[config.mk]
export PLATFORM = sky130hd
export DESIGN_NAME = prog_loader
export DESIGN_NICKNAME = d
export VERILOG_FILES = /design/src/rtl/prog_loader.sv
export SDC_FILE = /design/constraint.sdc
export NUM_CORES = 1
export LEC_CHECK = 0
export BUFFER_PORTS_ARGS = -buffer_cell sky130_fd_sc_hd__buf_2
export CORE_AREA = 2 2 175 177
export CTS_CLUSTER_DIAMETER = 200
export DETAILED_ROUTE_END_ITERATION = 16
export DIE_AREA = 0 0 177 179
export GPL_ROUTABILITY_DRIVEN = 0
export PLACE_DENSITY_LB_ADDON = 0.1
export SLEW_MARGIN = 20
export SYNTH_ARGS = -nofsm -noshare
export SYNTH_HDL_FRONTEND = slang
export SYNTH_SLANG_ARGS = --single-unit
[constraint.sdc]
create_clock -name clk -period 6.5 [get_ports clk]
set_clock_uncertainty 0.1 [all_clocks]
set_input_delay 0 -clock clk [delete_from_list [all_inputs] [get_ports clk]]
set_output_delay 0 -clock clk [all_outputs]
set_load 0.02 [all_outputs]
[src/rtl/prog_loader.sv]
// -----------------------------------------------------------------------------
// prog_loader
//   Receives a program image over a UART line (8N1, LSB first) into a 16 x 8
//   instruction memory and controls the run enable of the attached CPU.
//
//   Image format: sync byte 0xA5, 16 data bytes (written to mem[0..15]),
//   then one checksum byte (sum of the 16 data bytes mod 256).
//
// Ports
//   clk          sole clock, rising edge
//   reset        asynchronous active-low reset
//   rxd          UART serial input, idle high
//   addr         CPU fetch address
//   dout         mem[addr], combinational
//   cpu_reset_n  low holds the CPU in reset (registered)
//   busy         high while an image is being received (registered)
//   err          sticky failed-load flag (registered)
// -----------------------------------------------------------------------------
module prog_loader #(
    parameter int CLKS_PER_BIT = 434
) (
    input  logic       clk,
    input  logic       reset,
    input  logic       rxd,
    input  logic [3:0] addr,
    output logic [7:0] dout,
    output logic       cpu_reset_n,
    output logic       busy,
    output logic       err
);

    localparam logic [15:0] FULL_M1 = 16'(CLKS_PER_BIT - 1);
    localparam logic [15:0] HALF_M1 = 16'(CLKS_PER_BIT / 2 - 1);
    localparam logic [7:0]  SYNC    = 8'hA5;

    // -------------------------------------------------------------------------
    // Input synchronizer. All three flops reset low, so after reset release a
    // falling edge can only be seen once the line has been observed high.
    // -------------------------------------------------------------------------
    logic rxd_s1_q, rxd_s2_q, rxd_prev_q;
    logic start_edge;

    always_ff @(posedge clk or negedge reset) begin
        if (!reset) begin
            rxd_s1_q   <= 1'b0;
            rxd_s2_q   <= 1'b0;
            rxd_prev_q <= 1'b0;
        end else begin
            rxd_s1_q   <= rxd;
            rxd_s2_q   <= rxd_s1_q;
            rxd_prev_q <= rxd_s2_q;
        end
    end

    assign start_edge = rxd_prev_q & ~rxd_s2_q;

    // -------------------------------------------------------------------------
    // UART receiver
    // -------------------------------------------------------------------------
    typedef enum logic [1:0] {
        RX_IDLE,
        RX_START,
        RX_DATA,
        RX_STOP
    } rx_state_e;

    rx_state_e   rx_state_q;
    logic [15:0] rx_cnt_q;
    logic [2:0]  rx_bit_q;
    logic [7:0]  rx_shift_q;
    logic        rx_tick;
    logic        byte_valid;
    logic        frame_err;

    // Start bit is checked at its midpoint; every later sample is one full
    // bit period after the previous one, landing on bit centres.
    assign rx_tick = (rx_state_q == RX_START) ? (rx_cnt_q == HALF_M1)
                                              : (rx_cnt_q == FULL_M1);

    always_ff @(posedge clk or negedge reset) begin
        if (!reset) begin
            rx_state_q <= RX_IDLE;
            rx_cnt_q   <= '0;
            rx_bit_q   <= '0;
            rx_shift_q <= '0;
        end else begin
            case (rx_state_q)
                RX_IDLE: begin
                    rx_cnt_q <= '0;
                    if (start_edge) rx_state_q <= RX_START;
                end
                RX_START: begin
                    if (rx_tick) begin
                        rx_cnt_q   <= '0;
                        rx_bit_q   <= '0;
                        // Line back high at mid start bit: treat as a glitch.
                        rx_state_q <= rxd_s2_q ? RX_IDLE : RX_DATA;
                    end else begin
                        rx_cnt_q <= rx_cnt_q + 16'd1;
                    end
                end
                RX_DATA: begin
                    if (rx_tick) begin
                        rx_cnt_q   <= '0;
                        rx_shift_q <= {rxd_s2_q, rx_shift_q[7:1]};
                        rx_bit_q   <= rx_bit_q + 3'd1;
                        if (rx_bit_q == 3'd7) rx_state_q <= RX_STOP;
                    end else begin
                        rx_cnt_q <= rx_cnt_q + 16'd1;
                    end
                end
                RX_STOP: begin
                    if (rx_tick) begin
                        rx_cnt_q   <= '0;
                        rx_state_q <= RX_IDLE;
                    end else begin
                        rx_cnt_q <= rx_cnt_q + 16'd1;
                    end
                end
                default: rx_state_q <= RX_IDLE;
            endcase
        end
    end

    // One-cycle strobes, asserted in the cycle whose closing edge samples the
    // stop bit, so the load FSM acts on the same edge.
    assign byte_valid = (rx_state_q == RX_STOP) && rx_tick &&  rxd_s2_q;
    assign frame_err  = (rx_state_q == RX_STOP) && rx_tick && !rxd_s2_q;

    // -------------------------------------------------------------------------
    // Load FSM with registered outputs
    // -------------------------------------------------------------------------
    typedef enum logic [2:0] {
        HOLD,
        RUN,
        LOAD,
        CHECK,
        FAIL
    } ld_state_e;

    ld_state_e  ld_state_q;
    logic [3:0] idx_q;
    logic [7:0] sum_q;
    logic [7:0] sum_d;
    logic       cpu_reset_n_q;
    logic       busy_q;
    logic       err_q;

    assign sum_d = sum_q + rx_shift_q;

    always_ff @(posedge clk or negedge reset) begin
        if (!reset) begin
            ld_state_q    <= HOLD;
            idx_q         <= '0;
            sum_q         <= '0;
            cpu_reset_n_q <= 1'b0;
            busy_q        <= 1'b0;
            err_q         <= 1'b0;
        end else begin
            case (ld_state_q)
                // Idle states differ only in outputs; all wait for the sync
                // byte and ignore everything else, including frame errors.
                HOLD, RUN, FAIL: begin
                    if (byte_valid && rx_shift_q == SYNC) begin
                        ld_state_q    <= LOAD;
                        idx_q         <= '0;
                        sum_q         <= '0;
                        cpu_reset_n_q <= 1'b0;
                        busy_q        <= 1'b1;
                    end
                end
                LOAD: begin
                    if (frame_err) begin
                        ld_state_q <= FAIL;
                        busy_q     <= 1'b0;
                        err_q      <= 1'b1;
                    end else if (byte_valid) begin
                        sum_q <= sum_d;
                        idx_q <= idx_q + 4'd1;
                        if (idx_q == 4'd15) ld_state_q <= CHECK;
                    end
                end
                CHECK: begin
                    if (frame_err) begin
                        ld_state_q <= FAIL;
                        busy_q     <= 1'b0;
                        err_q      <= 1'b1;
                    end else if (byte_valid) begin
                        busy_q <= 1'b0;
                        if (rx_shift_q == sum_q) begin
                            ld_state_q    <= RUN;
                            cpu_reset_n_q <= 1'b1;
                            err_q         <= 1'b0;
                        end else begin
                            ld_state_q <= FAIL;
                            err_q      <= 1'b1;
                        end
                    end
                end
                default: begin
                    ld_state_q    <= HOLD;
                    cpu_reset_n_q <= 1'b0;
                    busy_q        <= 1'b0;
                end
            endcase
        end
    end

    assign cpu_reset_n = cpu_reset_n_q;
    assign busy        = busy_q;
    assign err         = err_q;

    // -------------------------------------------------------------------------
    // Program memory: written on the edge that accepts a data byte, read
    // combinationally so the fetch path sees new data the next cycle.
    // -------------------------------------------------------------------------
    logic [7:0] mem_q [16];
    logic       wr_en;

    assign wr_en = (ld_state_q == LOAD) && byte_valid;

    always_ff @(posedge clk or negedge reset) begin
        if (!reset) begin
            for (int i = 0; i < 16; i++) mem_q[i] <= '0;
        end else if (wr_en) begin
            mem_q[idx_q] <= rx_shift_q;
        end
    end

    assign dout = mem_q[addr];

endmodule

==> impl_summary.log, run 1 <==
[metrics] outcome: finished, final reports clean
[metrics] leakage power: 4.52 nW
[metrics] Mapped Cells: about 650
[metrics] total cell area at the placement stage: 9200 µm²
[metrics] startpoint type of the worst setup path: flip-flop
[metrics] vias in the first global route: 5605
[metrics] global route overflow: 0
[metrics] total clock buffers created by CTS: 17
[metrics] final wirelength: 21000 µm
[metrics] Resize count post-CTS: 0
[metrics] end-of-flow core utilization: 32.9%
[metrics] total routing resource utilization after global routing: 14.5%
[metrics] Power Dens Cells: 242 nW/µm²
[metrics] post-layout instance area: 9870 µm²
[metrics] Hold Slack: roughly 0.11 ns
[metrics] highest fanout seen on the critical path: 24
[metrics] leading cell types by count after synthesis: dfrtp_1, mux2_2, mux4_2, nor2_1, clkbuf_1
[metrics] dominant register cell in the synthesized netlist: dfrtp_1
[metrics] post-synthesis to final-layout area growth: 11.6%
[metrics] Slew HR: about 33%
[metrics] most frequently used cell type in the post-synthesis netlist: dfrtp_1
[metrics] Routed Antenna Nets: 0
[metrics] number of sinks on the clock net: about 180
[metrics] Hold Violations, Final: 0
[metrics] Detailed Place HPWL: ~14000 µm
[metrics] count of flip-flops with a built-in enable after synthesis: 0
[metrics] time the final worst path needs with I/O delays and setup: 3.10 ns
[metrics] via count of the routed design: ~5200
[metrics] horizontal extent of the die: 177 µm
[metrics] Yosys top cell by area: dfrtp_1
[metrics] Hold/Removal Path Class: in -> reg
[metrics] summed instance area of the synthesized netlist: 8840 µm²
[metrics] setup repair after global routing missed its margin: no
[metrics] share of flip-flops with an asynchronous set or reset: 100%
[metrics] worst path required time: 6.71 ns
[metrics] Critical Path End Type: flip-flop
[metrics] detailed-routed wire length on met3: 704 µm
[metrics] slew at the pin closest to its max-slew limit: 1.00 ns
[metrics] pin count of the biggest net entering global routing: 106
[metrics] global-route wire length before repair: 34200 µm
[metrics] Setup WS post-layout: 3.40 ns
[metrics] sequential-to-total area share from yosys stat: just over 50%
[metrics] Routed wire per std cell: 20.0 µm
[metrics] number of levels the H-tree was split into: 4
[metrics] area of the core: 30000 µm²
[metrics] setup repair bufs after CTS: 0
[metrics] max-slew violation total from the final report: 0
[metrics] number of placed I/O pins: 18
[metrics] Cell Rows: between 60 and 70
[metrics] clock insertion delay at the later pin of the skew report: 0.43 ns
[metrics] count of TritonRoute iterations in the first routing pass: 4
[metrics] number of buffers on the longest clock path: 2
[metrics] endpoint arrival time on the critical path: 3.31 ns
[metrics] Tcrit/Tclk final: 47.7%
[metrics] synth top area cells: dfrtp_1, mux2_2, mux4_2
[metrics] total routed wire length on the met1 layer: 10200 µm
[metrics] CTS clock-pin slew for the worst setup and hold paths: 0.07 ns
[metrics] number of cells after detailed placement: approximately 1000
[metrics] number of antenna repair diodes: 0
[metrics] count of state elements after synthesis: 178
[metrics] Peak VDD IR: 0.178 mV
[metrics] uppermost layer routed: met4
[metrics] synth warn: 0
[metrics] fraction of post-synthesis cell area in the top cell type by area: between 50% and 60%
[metrics] number of standard cells in the layout, taps in and fillers out: ~1100
[metrics] Peak Freq: 322 MHz
[metrics] Pwr Total: 2.39 mW
[metrics] total of endpoints with negative setup slack in the final report: 0
[metrics] first-iteration detailed-routing DRC count: 305
[metrics] Starting Density: about 29%
[metrics] routed vias/inst: 4.98
[metrics] TritonCTS clock tree: done
[metrics] number of I/O port buffers: 17
[metrics] post-synthesis cell type count: 69
[metrics] share of cells above drive strength 1: 37.6%
[metrics] number of maximum-capacitance constraint violations: 0
[metrics] type of the worst setup path: reg -> reg
[metrics] hold_buf cts: 2
[metrics] average cell area after synthesis: 13.6 µm²
[metrics] setup_tns: 0 ns
[metrics] net count reported at finish: 663
[metrics] minimum setup slack after placement: between 3 and 4 ns
[metrics] die outline area: 31700 µm²
[metrics] length of routed met2 wiring: 9890 µm
[metrics] DRC viols: 0
[metrics] library cell used as clock root buffer: clkbuf_16
[metrics] Syn Nets: 670
[metrics] initial antenna violation count: 0
[metrics] die height: 179 µm
## critical path, stage by stage, from the launching register on
cell,delay (ns)
dfrtp_1,0.67
nand2b_4,0.13
or3_4,0.42
a21oi_4,0.57
and4_1,0.68
mux2_2,0.39
## sequential cells by signal, indices dropped and copies added (netlist names), named ones only
signal       count
rxd_s2_q         1
rx_bit_q         3
cpu_reset_n      1
err              1
rxd_s1_q         1
mem_q          128
rx_shift_q       8
rx_cnt_q        16
sum_q            8
idx_q            4
rx_state_q       1
ld_state_q       3
rxd_prev_q       1
busy             1
## cells in the final DEF, fill, tap and decap left out, types with 5 or more instances in the layout
cell and count:
dfrtp_1 178, mux2_2 136, mux4_2 40, nor2_1 30
nand2_1 24, clkbuf_16 17, buf_2 16, nand3_1 15
o21ai_0 14, ha_1 14, inv_1 12, xnor2_1 12
and4_1 12, a21oi_1 11, nor3_1 7, xor2_1 7
o31ai_1 6, o2111ai_1 5
## power by group
part | total (mW) | leakage [nW] | switching, mW | internal [mW]
sequential | 1.17 | 2.46 | 0.0372 | 1.13
clock | 1.11 | 0.309 | 0.463 | 0.648
combinational | 0.113 | 1.75 | 0.0677 | 0.0450
total | 2.39 | 4.52 | 0.568 | 1.82
## routing by layer
metal  GRT usage, %  up-vias
met5              0        -
met4           4.06        0
met3           3.01       11
met2           22.1       51
met1           20.8     2780
li1               -     2390
## kinds of logic after synthesis
| kind of cell | synth area share, % |
|---|---|
| buffers and inverters | 3.33 |
| adder cells (fa/ha/maj) | 2.21 |
| flip-flops | 50.4 |
| XOR/XNOR | 1.88 |
| multiplexers | 27.7 |
| AO/OA/AOI/OAI | 5.01 |
| AND/OR/NAND/NOR | 9.48 |
## area by class of cell
type / count / area [µm²]
inverters: 12 / 45.0
clock buffers: 21 / 470
flip-flops and latches: 178 / 4450
fillers: 2948 / 20200
well taps: 396 / 495
clock inverters: 11 / 164
multi-input cells: 410 / 4100
repair buffers: 22 / 136
## path summary, 6_finish.rpt
path,startpoint,to,slack (ns),cells past startpoint
min in group asynchronous,reset,ld_state_q[2],0.12,2
min reg2reg,rxd_s1_q,rxd_s2_q,0.25,0
max,rx_state_q[0],mem_q[44],3.40,5
max reg2reg,rx_state_q[0],mem_q[44],3.40,5
min,rxd,rxd_s1_q,0.11,2
max in group asynchronous,reset,mem_q[74],4.59,3
(Power assumes the default switching activity.)
==> run 2, diff against run 1 <==
==> constraint.sdc (replaced) <==
create_clock -name clk -period 3.2 [get_ports clk]
set_clock_uncertainty 0.1 [all_clocks]
set_input_delay 0 -clock clk [delete_from_list [all_inputs] [get_ports clk]]
set_output_delay 0 -clock clk [all_outputs]
set_load 0.02 [all_outputs]
==> run 2 against run 1 <==
Net effect: sequential power rose by 100%; sequential share of layout area fell by 0.46 points; non-clock buffer count rose by 16; cell area rose by 1.0%; via count rose by 2.0%; sequential cell count did not move; critical path depth rose by 1; clock-buffer cell count fell by 3; maximum frequency rose by 13%; wire length rose by 5.0%; register-to-register slack got worse by 3.0 ns; critical endpoint is now mem_q[122]; largest power group unchanged.
==> impl_summary.log, run 2 (synthesis gave the netlist of run 1 again) <==
[metrics] Resize count post-CTS: 0 (unchanged)
[metrics] Internal Dissipation: 3.53 mW (+94%)
[metrics] part of the power in registers: 49.9% (+1.1 points)
[metrics] RR Startpoint: rx_cnt_q[2]
[metrics] clock insertion delay at the later pin of the skew report: 0.43 ns (about the same)
[metrics] Power Dens Cells: 476 nW/µm² (+97%)
[metrics] Tcrit/Tclk final: 86.1% (+38 points)
[metrics] global-route wire length before repair: 34600 µm (+1.3%)
[metrics] Psw: 1.22 mW (+120%)
[metrics] area of the core: 30000 µm² (unchanged)
[metrics] Hold Slack: 0.0385 ns (-0.0756 ns)
[metrics] final wirelength: 22000 µm (+5.0%)
[metrics] first-iteration detailed-routing DRC count: 246 (-19%)
[metrics] leakage power: 4.59 nW (+1.6%)
[metrics] Routed Antenna Nets: 0 (unchanged)
[metrics] Slew HR: 47.5% (+14 points)
[metrics] Cell Rows: 64 (unchanged)
[metrics] number of maximum-capacitance constraint violations: 0 (unchanged)
[metrics] endpoint of the lowest-slack register-to-register path: mem_q[122]
[metrics] outcome: finished, final reports clean
[metrics] number of levels the H-tree was split into: 4 (unchanged)
[metrics] flip-flop count of the largest register after layout: 128 (unchanged)
[metrics] Peak VDD IR: 0.278 mV (+56%)
[metrics] uppermost layer routed: met4
[metrics] setup_tns: 0 ns (unchanged)
[metrics] Comb pwr share: 5.0% (+0.3 points)
[metrics] post-synthesis to final-layout area growth: 12.8%
[metrics] highest-count cells in the layout ignoring fill and taps: dfrtp_1, mux2_2, mux4_2, nor2_1, nand2_1
[metrics] count of TritonRoute iterations in the first routing pass: 4 (unchanged)
[metrics] slew at the pin closest to its max-slew limit: 0.788 ns (-0.213 ns)
[metrics] total of endpoints with negative setup slack in the final report: 0 (unchanged)
[metrics] highest fanout seen on the critical path: 24 (unchanged)
[metrics] horizontal extent of the die: 177 µm (unchanged)
[metrics] vias in the first global route: 5605 (unchanged)
[metrics] endpoint arrival time on the critical path: 2.97 ns (-0.34 ns)
[metrics] routed vias/inst: 5.00 (+0.44%)
[metrics] CTS clock-pin slew for the worst setup and hold paths: 0.07 ns (about the same)
[metrics] length of routed met2 wiring: 10700 µm (+8.2%)
[metrics] die outline area: 31700 µm² (unchanged)
[metrics] DRC viols: 0 (unchanged)
[metrics] number of antenna repair diodes: 0 (unchanged)
[metrics] Hold/Removal Path Class: in -> async
[metrics] Most flops, register: mem_q
[metrics] pin count of the biggest net entering global routing: 65 (-39%)
[metrics] Routed wire per std cell: 20.7 µm (+3.5%)
[metrics] total clock buffers created by CTS: 17 (unchanged)
[metrics] net count reported at finish: 679 (+2.4%)
[metrics] Peak Freq: 363 MHz (+13%)
[metrics] clock network power share: 45.1% (-1.4 points)
[metrics] die height: 179 µm (unchanged)
[metrics] # fillers: 2942 (-0.20%)
[metrics] number of I/O port buffers: 17 (unchanged)
[metrics] global route overflow: 0 (unchanged)
[metrics] detailed-routed wire length on met3: 543 µm (-23%)
[metrics] setup repair after global routing missed its margin: no
[metrics] Worst Reg2Reg Path Length in Cells: 6 (+1)
[metrics] library cell used as clock root buffer: clkbuf_16
[metrics] number of buffers on the longest clock path: 2 (unchanged)
[metrics] initial antenna violation count: 0 (unchanged)
[metrics] Detailed Place HPWL: 15000 µm (+11%)
[metrics] commonest non-fill, non-tap cell in the layout: dfrtp_1
[metrics] total routing resource utilization after global routing: 14.9% (+0.38 points)
[metrics] startpoint type of the worst setup path: flip-flop
[metrics] worst path required time: 3.42 ns (-3.29 ns)
[metrics] max-slew violation total from the final report: 0 (unchanged)
[metrics] register-to-register path setup slack: 0.44 ns (-2.95 ns)
[metrics] type of the worst setup path: reg -> reg
[metrics] total routed wire length on the met1 layer: 10600 µm (+4.4%)
[metrics] number of placed I/O pins: 18 (unchanged)
[metrics] Critical Path End Type: flip-flop
[metrics] registers with the most flip-flops: mem_q x128, rx_cnt_q x16
[metrics] time the final worst path needs with I/O delays and setup: 2.76 ns (-0.347 ns)
[metrics] share of cells above drive strength 1: 39.3% (+1.6 points)
[metrics] Hold Violations, Final: 0 (unchanged)
[metrics] fraction of power spent switching nets: 25.7% (+2.0 points)
[metrics] via count of the routed design: 5335 (+2.0%)
[metrics] number of sinks on the clock net: 178 (unchanged)
[metrics] Starting Density: 29.4% (unchanged)
[metrics] TritonCTS clock tree: done
## run 2: through the flow
stage | total power, mW | cell area, µm² | util (%) | setup WS, ns | std cells
5_1_grt | 4.96 | 9970 | 33.2 | 0.210 | 1066
6_report | 4.75 | 9970 | 33.2 | 0.445 | 1066
3_3_place_gp | 2.65 | 9340 | 31.1 | 0.437 | 1032
3_5_place_dp | 2.65 | 9340 | 31.1 | 0.437 | 1032
2_1_floorplan | 2.54 | 8840 | - | 0.960 | 648
4_1_cts | 4.84 | 9960 | 33.2 | 0.416 | 1066
## run 2: layer usage
metal / vias to the layer above / GRT usage [%]
li1: 2429 / -
met1: 2843 / 20.4
met2: 49 / 24.4
met3: 14 / 2.63
met4: 0 / 3.72
met5: - / 0
## run 2: final cells by class
type / instances / area, µm² / share of cell area (%)
well taps: 396 / 495 / 4.97
clock inverters: 14 / 161 / 1.62
multi-input cells: 410 / 4090 / 41.1
repair buffers: 38 / 279 / 2.80
flip-flops and latches: 178 / 4450 / 44.7
clock buffers: 18 / 439 / 4.41
inverters: 12 / 45.0 / 0.452
## run 2: how the worst max path moves through the flow
stage | startpoint | slack, ns | cells after the start | end
2_1_floorplan | rx_cnt_q[8] | 0.96 | 7 | mem_q[0]
3_3_place_gp | rx_cnt_q[2] | 0.44 | 6 | mem_q[100]
3_5_place_dp | rx_cnt_q[2] | 0.44 | 6 | mem_q[122]
4_1_cts | rx_cnt_q[2] | 0.42 | 6 | mem_q[122]
5_1_grt | rx_cnt_q[11] | 0.21 | 6 | mem_q[96]
6_report | rx_cnt_q[2] | 0.44 | 6 | mem_q[122]
## run 2: critical path, cell delays in order (launching register included)
cell and delay [ns]:
dfrtp_1 0.43, nor4bb_1 0.47, nand3_1 0.20, a21oi_2 0.15, buf_4 0.30, and4_1 0.58, mux2_2 0.40
## run 2: power groups by stage
stage          registers (mW)  logic (mW)  clock network [mW]
6_report                 2.37       0.236                2.14
3_5_place_dp             2.41       0.243                   0
2_1_floorplan            2.39       0.151                   0
5_1_grt                  2.38       0.272                2.31
3_3_place_gp             2.41       0.240                   0
4_1_cts                  2.37       0.245                2.22
## run 2: what timing repair did
item	CTS	global route
buffers inserted	0	0
hold buffers	2	0
hold endpoints to repair	62	0
==> run 3, diff against run 2 <==
--- a/config.mk
+++ b/config.mk
@@ -5,11 +5,12 @@
 export SDC_FILE = /design/constraint.sdc
 export NUM_CORES = 1
 export LEC_CHECK = 0
+export ABC_AREA = 1
 export BUFFER_PORTS_ARGS = -buffer_cell sky130_fd_sc_hd__buf_2
-export CORE_AREA = 2 2 175 177
+export CORE_AREA = 2 2 176 178
 export CTS_CLUSTER_DIAMETER = 200
 export DETAILED_ROUTE_END_ITERATION = 16
-export DIE_AREA = 0 0 177 179
+export DIE_AREA = 0 0 178 180
 export GPL_ROUTABILITY_DRIVEN = 0
 export PLACE_DENSITY_LB_ADDON = 0.1
 export SLEW_MARGIN = 20
==> run 3 against run 2 <==
Net effect: final cell count increased by 34%; clock power about the same; critical path depth increased by 4; first-iteration DRC count increased by 37%; setup slack improved by 0.26 ns; via count increased by 25%; maximum frequency increased by 10%; synthesized cell count increased by 56%.
==> impl_summary.log, run 3 <==
[metrics] initial antenna violation count: 0 (unchanged)
[metrics] pin count of the biggest net entering global routing: 91 (+40%)
[metrics] Routed wire per std cell: 16.6 µm (-20%)
[metrics] global-route wire length before repair: 39000 µm (+13%)
[metrics] flip-flop count of the largest register after layout: 128 (unchanged)
[metrics] area of the core: 30200 µm² (+0.53%)
[metrics] setup repair bufs after CTS: 0 (unchanged)
[metrics] Worst setup endpoint: mem_q[71]
[metrics] slew at the pin closest to its max-slew limit: 0.829 ns (+0.0413 ns)
[metrics] startpoint type of the worst setup path: flip-flop
[metrics] fraction of post-synthesis cell area in the top cell type by area: 49.8% (-0.59 points)
[metrics] final wirelength: 23700 µm (+7.4%)
[metrics] Routed Antenna Nets: 0 (unchanged)
[metrics] outcome: finished, final reports clean
[metrics] average cell area after synthesis: 8.83 µm² (-35%)
[metrics] Peak VDD IR: 0.346 mV (+25%)
[metrics] number of buffers on the longest clock path: 2 (unchanged)
[metrics] most frequently used cell type in the post-synthesis netlist: nand2_1
[metrics] CTS clock-pin slew for the worst setup and hold paths: 0.07 ns (about the same)
[metrics] Hold/Removal Path Class: in -> reg
[metrics] basic-gate share of the synthesized area counting and, or, nand and nor cells: 18.8% (+9.4 points)
[metrics] sequential-to-total area share from yosys stat: 49.8% (-0.59 points)
[metrics] compound-gate portion of the synthesized area: 16.9% (+12 points)
[metrics] Peak Freq: 400 MHz (+10%)
[metrics] total routing resource utilization after global routing: 15.8% (+0.91 points)
[metrics] number of antenna repair diodes: 0 (unchanged)
[metrics] horizontal extent of the die: 178 µm (+0.56%)
[metrics] die height: 180 µm (+0.56%)
[metrics] Slew HR: 44.7% (-2.8 points)
[metrics] max-slew violation total from the final report: 0 (unchanged)
[metrics] Hold Violations, Final: 0 (unchanged)
[metrics] leakage power: 4.26 nW (-7.2%)
[metrics] clock insertion delay at the later pin of the skew report: 0.44 ns (about the same)
[metrics] Most flops, register: mem_q
[metrics] startpoint of the most critical setup path: ld_state_q[2]
[metrics] setup repair after global routing missed its margin: no
[metrics] setup_tns: 0 ns (unchanged)
[metrics] number of placed I/O pins: 18 (unchanged)
[metrics] type of the worst setup path: reg -> reg
[metrics] multiplexer fraction of the synthesized cell area: 3.58% (-24 points)
[metrics] Synth Area in XOR/XNOR: 1.08% (-0.81 points)
[metrics] Detailed Place HPWL: 15400 µm (+2.5%)
[metrics] share of cells above drive strength 1: 10.3% (-29 points)
[metrics] Starting Density: 29.6% (+0.19 points)
[metrics] endpoint of the lowest-slack register-to-register path: mem_q[71]
[metrics] vias in the first global route: 6641 (+18%)
[metrics] total of endpoints with negative setup slack in the final report: 0 (unchanged)
[metrics] first-iteration detailed-routing DRC count: 338 (+37%)
[metrics] synth top area cells: dfrtp_1, nand2_1, o21ai_0
[metrics] summed instance area of the synthesized netlist: 8940 µm² (+1.2%)
[metrics] total clock buffers created by CTS: 17 (unchanged)
[metrics] Power Dens Cells: 489 nW/µm² (+2.8%)
[metrics] post-synthesis cell type count: 39 (-43%)
[metrics] Pwr Total: 4.88 mW (+2.8%)
[metrics] Tcrit/Tclk final: 78.1% (-8.0 points)
[metrics] Yosys top cell by area: dfrtp_1
[metrics] worst path required time: 3.38 ns (-0.04 ns)
[metrics] Resize count post-CTS: 0 (unchanged)
[metrics] net count reported at finish: 1039 (+53%)
[metrics] Cell Rows: 64 (unchanged)
[metrics] RR Startpoint: ld_state_q[2]
[metrics] count of flip-flops with a built-in enable after synthesis: 0 (unchanged)
[metrics] count of state elements after synthesis: 178 (unchanged)
[metrics] share of flip-flops with an asynchronous set or reset: 100% (unchanged)
[metrics] registers with the most flip-flops: mem_q x128, rx_cnt_q x16
[metrics] via count of the routed design: 6664 (+25%)
[metrics] number of levels the H-tree was split into: 4 (unchanged)
[metrics] synth warn: 0 (unchanged)
[metrics] adder-cell share of the synthesized area: 2.18% (-0.026 points)
[metrics] leading cell types by count after synthesis: nand2_1, dfrtp_1, o21ai_0, inv_1, o21ai_1
[metrics] DRC viols: 0 (unchanged)
[metrics] number of standard cells in the layout, taps in and fillers out: 1426 (+34%)
[metrics] count of TritonRoute iterations in the first routing pass: 5 (+1)
[metrics] Worst Reg2Reg Path Length in Cells: 10 (+4)
[metrics] highest fanout seen on the critical path: 16 (-33%)
[metrics] number of maximum-capacitance constraint violations: 0 (unchanged)
[metrics] commonest non-fill, non-tap cell in the layout: nand2_1
[metrics] Syn Nets: 1035 (+54%)
[metrics] die outline area: 32000 µm² (+1.1%)
[metrics] Mapped Cells: 1013 (+56%)
[metrics] number of sinks on the clock net: 178 (unchanged)
[metrics] routed vias/inst: 4.67 (-6.6%)
[metrics] main combinational cell family by area after synthesis: simple AND/OR/NAND/NOR gates
[metrics] time the final worst path needs with I/O delays and setup: 2.50 ns (-0.255 ns)
[metrics] register-to-register path setup slack: 0.70 ns (+0.26 ns)
[metrics] number of I/O port buffers: 17 (unchanged)
[metrics] endpoint arrival time on the critical path: 2.68 ns (-0.29 ns)
[metrics] post-synthesis to final-layout area growth: 11.6%
[metrics] library cell used as clock root buffer: clkbuf_16
[metrics] highest-count cells in the layout ignoring fill and taps: nand2_1, dfrtp_1, o21ai_0, inv_1, o21ai_1
[metrics] Critical Path End Type: flip-flop
[metrics] number of cells after detailed placement: 1392 (+35%)
[metrics] global route overflow: 0 (unchanged)
[metrics] hold-critical path depth: 2
[metrics] dominant register cell in the synthesized netlist: dfrtp_1
[metrics] TritonCTS clock tree: done
## run 3: cell count changes after synthesis, moves of 41 or more
| cell | change |
|---|---|
| a21oi_1 | +41 |
| inv_1 | +72 |
| o21ai_1 | +64 |
| nand2_1 | +200 |
| o21ai_0 | +89 |
| mux2_2 | -136 |
## run 3: worst min path at each step
stage,startpoint,end,slack [ns]
2_1_floorplan,reset,async pin,-0.40
3_3_place_gp,rxd,rxd_s1_q,0.007
3_5_place_dp,rxd,rxd_s1_q,0.009
4_1_cts,rxd,rxd_s1_q,0.08
5_1_grt,rxd,rxd_s1_q,0.09
6_report,rxd,rxd_s1_q,0.11
## run 3: area by class of cell
cell class / instances / area [µm²]
clock inverter: 13 / 144
tap: 396 / 495
clock buffer: 19 / 453
sequential: 178 / 4450
timing repair buffer: 39 / 292
multi-input combinational: 694 / 3810
inverter: 87 / 327
fill: 3181 / 20200
## run 3: timing repair
item,4_1_cts,5_1_grt
endpoints found under the hold margin,88,0
setup endpoints to repair,0,0
hold buffers,2,0
## run 3: layer usage
layer	GRT usage [%]	part of all wire [%]
met1	23.8	53
met3	2.92	2.6
met2	23.3	44
met4	3.31	0.89
met5	0	0
## run 3: metrics by stage
stage | cell area [µm²] | hold WS, ns | setup WS [ns] | util [%]
final | 9980 | 0.111 | 0.700 | 33.0
after global routing | 9980 | 0.0863 | 0.487 | 33.0
after CTS | 9980 | 0.0848 | 0.682 | 33.0
after detailed placement | 9360 | 0.00932 | 0.682 | 31.0
after global placement | 9360 | 0.00729 | 0.676 | 31.0
after floorplan | 8940 | -0.396 | 1.28 | -
## run 3: cells by family after synthesis
logic type	after synthesis
AND/OR/NAND/NOR	364
AO/OA/AOI/OAI	272
flip-flops	178
buffers and inverters	141
multiplexers	32
adder cells (fa/ha/maj)	15
XOR/XNOR	11
## run 3: worst max-delay path: stages (launching register included)
cell	delay [ns]
dfrtp_1	0.42
nor2_4	0.19
inv_2	0.06
nor2_2	0.30
nand2_2	0.13
nor2_4	0.35
buf_4	0.32
nand3_1	0.11
buf_4	0.22
nand2_1	0.06
o21ai_0	0.07
## run 3: power by group
part / switching (mW) / leakage [nW] / internal (mW)
Combinational: 0.299 / 1.50 / 0.125
Sequential: 0.0385 / 2.47 / 2.28
Clock: 0.991 / 0.290 / 1.15
Total: 1.33 / 4.26 / 3.55
